### config.mk
export PLATFORM = sky130hd
export DESIGN_NAME = uart_tx
export DESIGN_NICKNAME = d
export VERILOG_FILES = /design/src/rtl/uart_pkg.sv /design/src/rtl/uart_baud_cnt.sv /design/src/rtl/uart_tx.sv
export SDC_FILE = /design/constraint.sdc
export NUM_CORES = 1
export LEC_CHECK = 0
export BUFFER_PORTS_ARGS = -buffer_cell sky130_fd_sc_hd__buf_2
export CORE_ASPECT_RATIO = 2
export CORE_MARGIN = 2
export CORE_UTILIZATION = 25
export DETAILED_ROUTE_END_ITERATION = 12
export PLACE_DENSITY_LB_ADDON = 0.1
export SYNTH_ARGS = -nofsm -noshare
export SYNTH_HDL_FRONTEND = slang
export SYNTH_SLANG_ARGS = --single-unit
### constraint.sdc
create_clock -name clk -period 2.6 [get_ports clk]
set_clock_uncertainty 0.15 [all_clocks]
set_input_delay 0.39 -clock clk [delete_from_list [all_inputs] [get_ports clk]]
set_output_delay 0.39 -clock clk [all_outputs]
set_load 0.005 [all_outputs]
### src/rtl/uart_pkg.sv
// Shared UART types and defaults for the TX stage, with the RX stage to follow.
package uart_pkg;

   typedef enum logic [2:0] {
      IDLE,
      FETCH,
      START,
      DATA,
      PARITY,
      STOP
   } tx_state_e;

   typedef enum logic [1:0] {
      PAR_NONE = 2'd0,
      PAR_EVEN = 2'd1,
      PAR_ODD  = 2'd2
   } parity_e;

   // 100 MHz system clock / 115200 baud
   localparam int DEFAULT_CLKS_PER_BIT = 868;

endpackage

### src/rtl/uart_baud_cnt.sv
// Bit-period counter: runs 0..CLKS_PER_BIT-1, ticks on the terminal count
// and wraps. A synchronous clear holds it at zero so a new bit starts aligned.
module uart_baud_cnt #(
   parameter int CLKS_PER_BIT = uart_pkg::DEFAULT_CLKS_PER_BIT
) (
   input  logic clk,
   input  logic rst,
   input  logic clr,
   output logic tick
);

   localparam int CW = $clog2(CLKS_PER_BIT);
   localparam logic [CW-1:0] TERM = CW'(CLKS_PER_BIT - 1);

   logic [CW-1:0] cnt;

   // count up, wrap to zero at the terminal count
   always_ff @(posedge clk) begin
      if (rst || clr || tick) cnt <= '0;
      else                    cnt <= cnt + CW'(1);
   end

   assign tick = (cnt == TERM);

endmodule

### src/rtl/uart_tx.sv
// UART transmitter draining the TX FIFO: start bit, data LSB first,
// optional parity, one or two stop bits. The line is driven from a flop.
module uart_tx
   import uart_pkg::*;
#(
   parameter int DATA_WIDTH   = 8,
   parameter int CLKS_PER_BIT = DEFAULT_CLKS_PER_BIT,
   parameter int PARITY       = 0,
   parameter int STOP_BITS    = 1
) (
   input  logic                  clk,
   input  logic                  rst,
   input  logic                  tx_en,
   input  logic                  fifo_empty,
   input  logic [DATA_WIDTH-1:0] fifo_read_data,
   output logic                  fifo_read_en,
   output logic                  tx,
   output logic                  busy,
   output logic                  done
);

   localparam int BW = (DATA_WIDTH > 1) ? $clog2(DATA_WIDTH) : 1;
   localparam logic [BW-1:0] LAST_BIT = BW'(DATA_WIDTH - 1);
   localparam logic LAST_STOP = (STOP_BITS == 2);
   localparam parity_e PAR_MODE = parity_e'(2'(PARITY));

   tx_state_e             state_q, state_d;
   logic [DATA_WIDTH-1:0] shift_q, shift_d;
   logic [BW-1:0]         bit_q, bit_d;
   logic                  stop_q, stop_d;
   logic                  par_q, par_d;
   logic                  tx_q, tx_d;
   logic                  tick;
   logic                  clr;

   // the bit period restarts from zero for every frame
   assign clr = (state_q == IDLE) || (state_q == FETCH);

   uart_baud_cnt #(.CLKS_PER_BIT(CLKS_PER_BIT)) u_baud (
      .clk  (clk),
      .rst  (rst),
      .clr  (clr),
      .tick (tick)
   );

   // next-state, datapath updates and the value the line takes next cycle
   always_comb begin
      state_d      = state_q;
      shift_d      = shift_q;
      bit_d        = bit_q;
      stop_d       = stop_q;
      par_d        = par_q;
      fifo_read_en = 1'b0;
      done         = 1'b0;
      case (state_q)
         IDLE: begin
            fifo_read_en = !rst && tx_en && !fifo_empty;
            if (fifo_read_en) state_d = FETCH;
         end
         FETCH: begin
            // read_data is valid now, one cycle after the pop
            shift_d = fifo_read_data;
            par_d   = (PAR_MODE == PAR_ODD) ? ~^fifo_read_data : ^fifo_read_data;
            bit_d   = '0;
            stop_d  = 1'b0;
            state_d = START;
         end
         START: begin
            if (tick) state_d = DATA;
         end
         DATA: begin
            if (tick) begin
               shift_d = shift_q >> 1;
               if (bit_q == LAST_BIT) begin
                  bit_d   = '0;
                  state_d = (PAR_MODE != PAR_NONE) ? uart_pkg::PARITY : STOP;
               end else begin
                  bit_d = bit_q + BW'(1);
               end
            end
         end
         uart_pkg::PARITY: begin
            if (tick) state_d = STOP;
         end
         STOP: begin
            if (tick) begin
               if (stop_q == LAST_STOP) begin
                  done    = 1'b1;
                  state_d = IDLE;
               end else begin
                  stop_d = 1'b1;
               end
            end
         end
         default: state_d = IDLE;
      endcase

      case (state_d)
         START:            tx_d = 1'b0;
         DATA:             tx_d = shift_d[0];
         uart_pkg::PARITY: tx_d = par_d;
         default:          tx_d = 1'b1;
      endcase
   end

   // state and datapath registers; reset abandons any partial frame
   always_ff @(posedge clk) begin
      if (rst) begin
         state_q <= IDLE;
         shift_q <= '0;
         bit_q   <= '0;
         stop_q  <= 1'b0;
         par_q   <= 1'b0;
         tx_q    <= 1'b1;
      end else begin
         state_q <= state_d;
         shift_q <= shift_d;
         bit_q   <= bit_d;
         stop_q  <= stop_d;
         par_q   <= par_d;
         tx_q    <= tx_d;
      end
   end

   assign tx   = tx_q;
   assign busy = (state_q != IDLE);

endmodule

==> results.sh <==
export IMPL_antenna_cells=0
export IMPL_final_util=0.297
export IMPL_row_count=36
export IMPL_synth_nets=158
export IMPL_r2r_end="bit_q[2]"
export IMPL_routed_via_density=4.88
export IMPL_yosysTopAreaCell="dfxtp_1"
export IMPL_status="finished, final reports clean"
export IMPL_final_min_clock_period_ns=2.20
export IMPL_setup_viol_count_final=0
export IMPL_drive_gt1_frac=0.158
export IMPL_worstSetupEndpointType="flop"
export IMPL_yosys_top_cells_area="dfxtp_1 42%, nor2_1 8.2%, xnor2_1 8.2%, o22ai_1 3.9%, a211oi_1 3.5%"
export IMPL_switchingPower_uw=165
export IMPL_cts_tree="yes"
export IMPL_gp_congestion=0.731
export IMPL_rrSetupSlack_ns=0.40
export IMPL_reg2reg_depth=7
export IMPL_combPwrFrac=0.093
export IMPL_synth_top_area_share=0.423
export IMPL_core_area_um2=4910
export IMPL_dr_pass1_iters=4
export IMPL_die_w_um=54.5
export IMPL_cts_htree_levels=1
export IMPL_min_delay_path_class="in -> reg"
export IMPL_num_fill_cells=522
export IMPL_cp_slowest_cell="nor4_4"
export IMPL_hp_start="fifo_read_data[7]"
export IMPL_criticalPathCategory="reg -> reg"
export IMPL_yosys_cell_types_count=33
export IMPL_hold_end="shift_q[7]"
export IMPL_synthArstFlopShare=0
export IMPL_top_layer="met4"
export IMPL_period_share=0.848
export IMPL_nets=174
export IMPL_cts_path_max_buffers=2
export IMPL_synth_cells=143
export IMPL_clkPwrFrac=0.323
export IMPL_cts_sinks=27
export IMPL_max_stage_delay_ns=0.45
export IMPL_p_leak_uw=0.000480
export IMPL_fmax_mhz=454
export IMPL_r2r_start="u_baud.cnt[0]"
export IMPL_ir_drop_mv=0.263
export IMPL_clkLatencyLatePin_ns=0.27
export IMPL_rsz0062_at_grt="no"
export IMPL_crit_fanout=9
export IMPL_fin_area_um2=1460
export IMPL_avgSynthCellArea_um2=8.93
export IMPL_crit_path_start_kind="flop"
export IMPL_clk_root_buffer_cell="clkbuf_8"
export IMPL_swShare=0.227
export IMPL_place_ws_ns=0.410
export IMPL_tightest_slew_ns=0.533
export IMPL_vias=1050
export IMPL_wl_met1_um=1160
export IMPL_grt_pass1_vias=1090
export IMPL_grt_pass1_wl_um=5180
export IMPL_place_area_um2=1420
export IMPL_power_density_nw_per_um2=497
export IMPL_seq_area_um2=541
export IMPL_met2WireLength_um=1660
export IMPL_hold_viol=0
export IMPL_cts_setup_buffers=0
export IMPL_grt_max_degree=21
export IMPL_crit_chain="ha_1 > nand4bb_4 > nor4_4 > inv_2 > nor3_1 > a22oi_1 > nor2_1"
export IMPL_syn_area_um2=1280
export IMPL_dieArea_um2=5730
export IMPL_port_buffer_count=15
export IMPL_ys_ff_latch=27
export IMPL_cts_buffers=3
export IMPL_p_int_uw=561
export IMPL_cts_reportedPaths_clkPinSlew_ns=0.09
export IMPL_antenna_left=0
export IMPL_place_hpwl_um=2340
export IMPL_relSlewSlack=0.641
export IMPL_power_uw=726
export IMPL_ys_flop_type="dfxtp_1"
export IMPL_cp_arrival_ns=2.26
export IMPL_report_final_slew_viol_count=0
export IMPL_multi_input_area_um2=691
export IMPL_area_delta_synth_final_pct=14.3
export IMPL_drt_iter0_markers=15
export IMPL_drc_errors=0
export IMPL_required_ns=2.66
export IMPL_die_h_um=105
export IMPL_fin_ws_ns=0.396
export IMPL_hold_buffers=0
export IMPL_setup_tns_ns=0
export IMPL_start_util=0.260
export IMPL_grt_usage=0.122
export IMPL_io_pins=16
export IMPL_power_frac_seq=0.584
export IMPL_max_cap_violations=0
export IMPL_wl_met3_um=68
export IMPL_cp_startpoint="u_baud.cnt[0]"
export IMPL_cts_resized_gates=0
export IMPL_wirelength_um=2980
export IMPL_hold_depth=3
export IMPL_yosys_warnings=0
export IMPL_seq_area_frac_synth=0.423
export IMPL_synth_enable_flop_cells=0
export IMPL_antenna_found_initial=0
export IMPL_wl_per_cell_um=13.9
export IMPL_grt_ovfl_total=0
==> layer usage <==
metal / vias up / GRT usage
met5: - / 0
met4: 0 / 0.0643
met3: 6 / 0.0129
met2: 17 / 0.210
met1: 492 / 0.138
li1: 535 / -
==> cells by family (layout without fill, tap and decap cells) <==
family                     after synthesis  in the layout  synth area share
AOI/OAI and AO/OA                       28             28             0.158
xor gates and xnor gates                15             15             0.103
adders and majority gates                3              3            0.0294
buffers and inverters                   12             27            0.0362
DFF                                     27             27             0.423
muxes                                    1              1           0.00784
and+or+nand+nor                         57             57             0.243
==> layout make-up <==
cell class | count | share of cell area
Timing Repair Buffer | 17 | 0.0617
Multi-Input combinational cell | 104 | 0.473
Clock buffer | 4 | 0.0308
Inverter | 6 | 0.0154
Sequential cell | 27 | 0.370
Tap cell | 57 | 0.0488
==> Yosys cell counts, types with 3 or more instances <==
cell type   n
o21ai_0     3
ha_1        3
xnor2_1    12
nor3_1      4
clkbuf_1    5
dfxtp_1    27
inv_1       5
nand2_1     7
nand4_1     4
a211oi_1    6
xor2_1      3
nor2_1     28
nand3_1     3
o22ai_1     8
a22oi_1     4
==> worst max-delay path by stage <==
stage	cells after the start	slack, ns	end
finish	7	0.40	bit_q[2]
global route	7	0.11	bit_q[2]
CTS	5	0.37	done
detailed placement	7	0.41	bit_q[2]
global placement	6	0.45	tx
floorplan	6	0.68	tx
==> power by group through the flow <==
| stage | Combinational, µW | Clock (µW) | Sequential (µW) |
|---|---|---|---|
| after floorplan | 45.3 | 0 | 433 |
| after global placement | 69.6 | 0 | 434 |
| after detailed placement | 69.4 | 0 | 434 |
| after CTS | 70.3 | 244 | 424 |
| after global routing | 76.6 | 261 | 425 |
| final | 67.8 | 235 | 424 |
==> worst max-delay path: cells and delay by family, from the launching register on <==
family | cells | cell delay (ns)
buffers and inverters | 1 | 0.11
AOI/OAI and AO/OA | 1 | 0.14
adders and majority gates | 1 | 0.29
DFF | 1 | 0.36
and+or+nand+nor | 4 | 1.09
==> registers in the layout (all words and copies together), names as in the netlist <==
name,cells
bit_q,3
par_q,1
shift_q,8
state_q,3
stop_q,1
tx,1
u_baud.cnt,10
==> through the flow <==
| step | cells | hold slack [ns] |
|---|---|---|
| after global placement | 211 | 0.283 |
| after CTS | 215 | 0.230 |
| after floorplan | 143 | 0.268 |
| final | 215 | 0.238 |
| after global routing | 215 | 0.264 |
| after detailed placement | 211 | 0.293 |
==> cell usage in the layout, fill, tap and decap left out, types with 2 or more instances in the layout <==
master,netlist,final
a211o_1,2,2
a211oi_1,6,6
a21oi_1,2,2
a22oi_1,4,4
buf_2,1,15
buf_4,0,2
clkbuf_8,0,3
dfxtp_1,27,27
ha_1,3,3
inv_1,5,5
nand2_1,7,7
nand3_1,3,3
nand4_1,4,4
nor2_1,28,28
nor3_1,4,4
nor3b_1,2,2
o21ai_0,3,3
o22ai_1,8,8
xnor2_1,12,12
xor2_1,3,3
(Power assumes the default switching activity.)
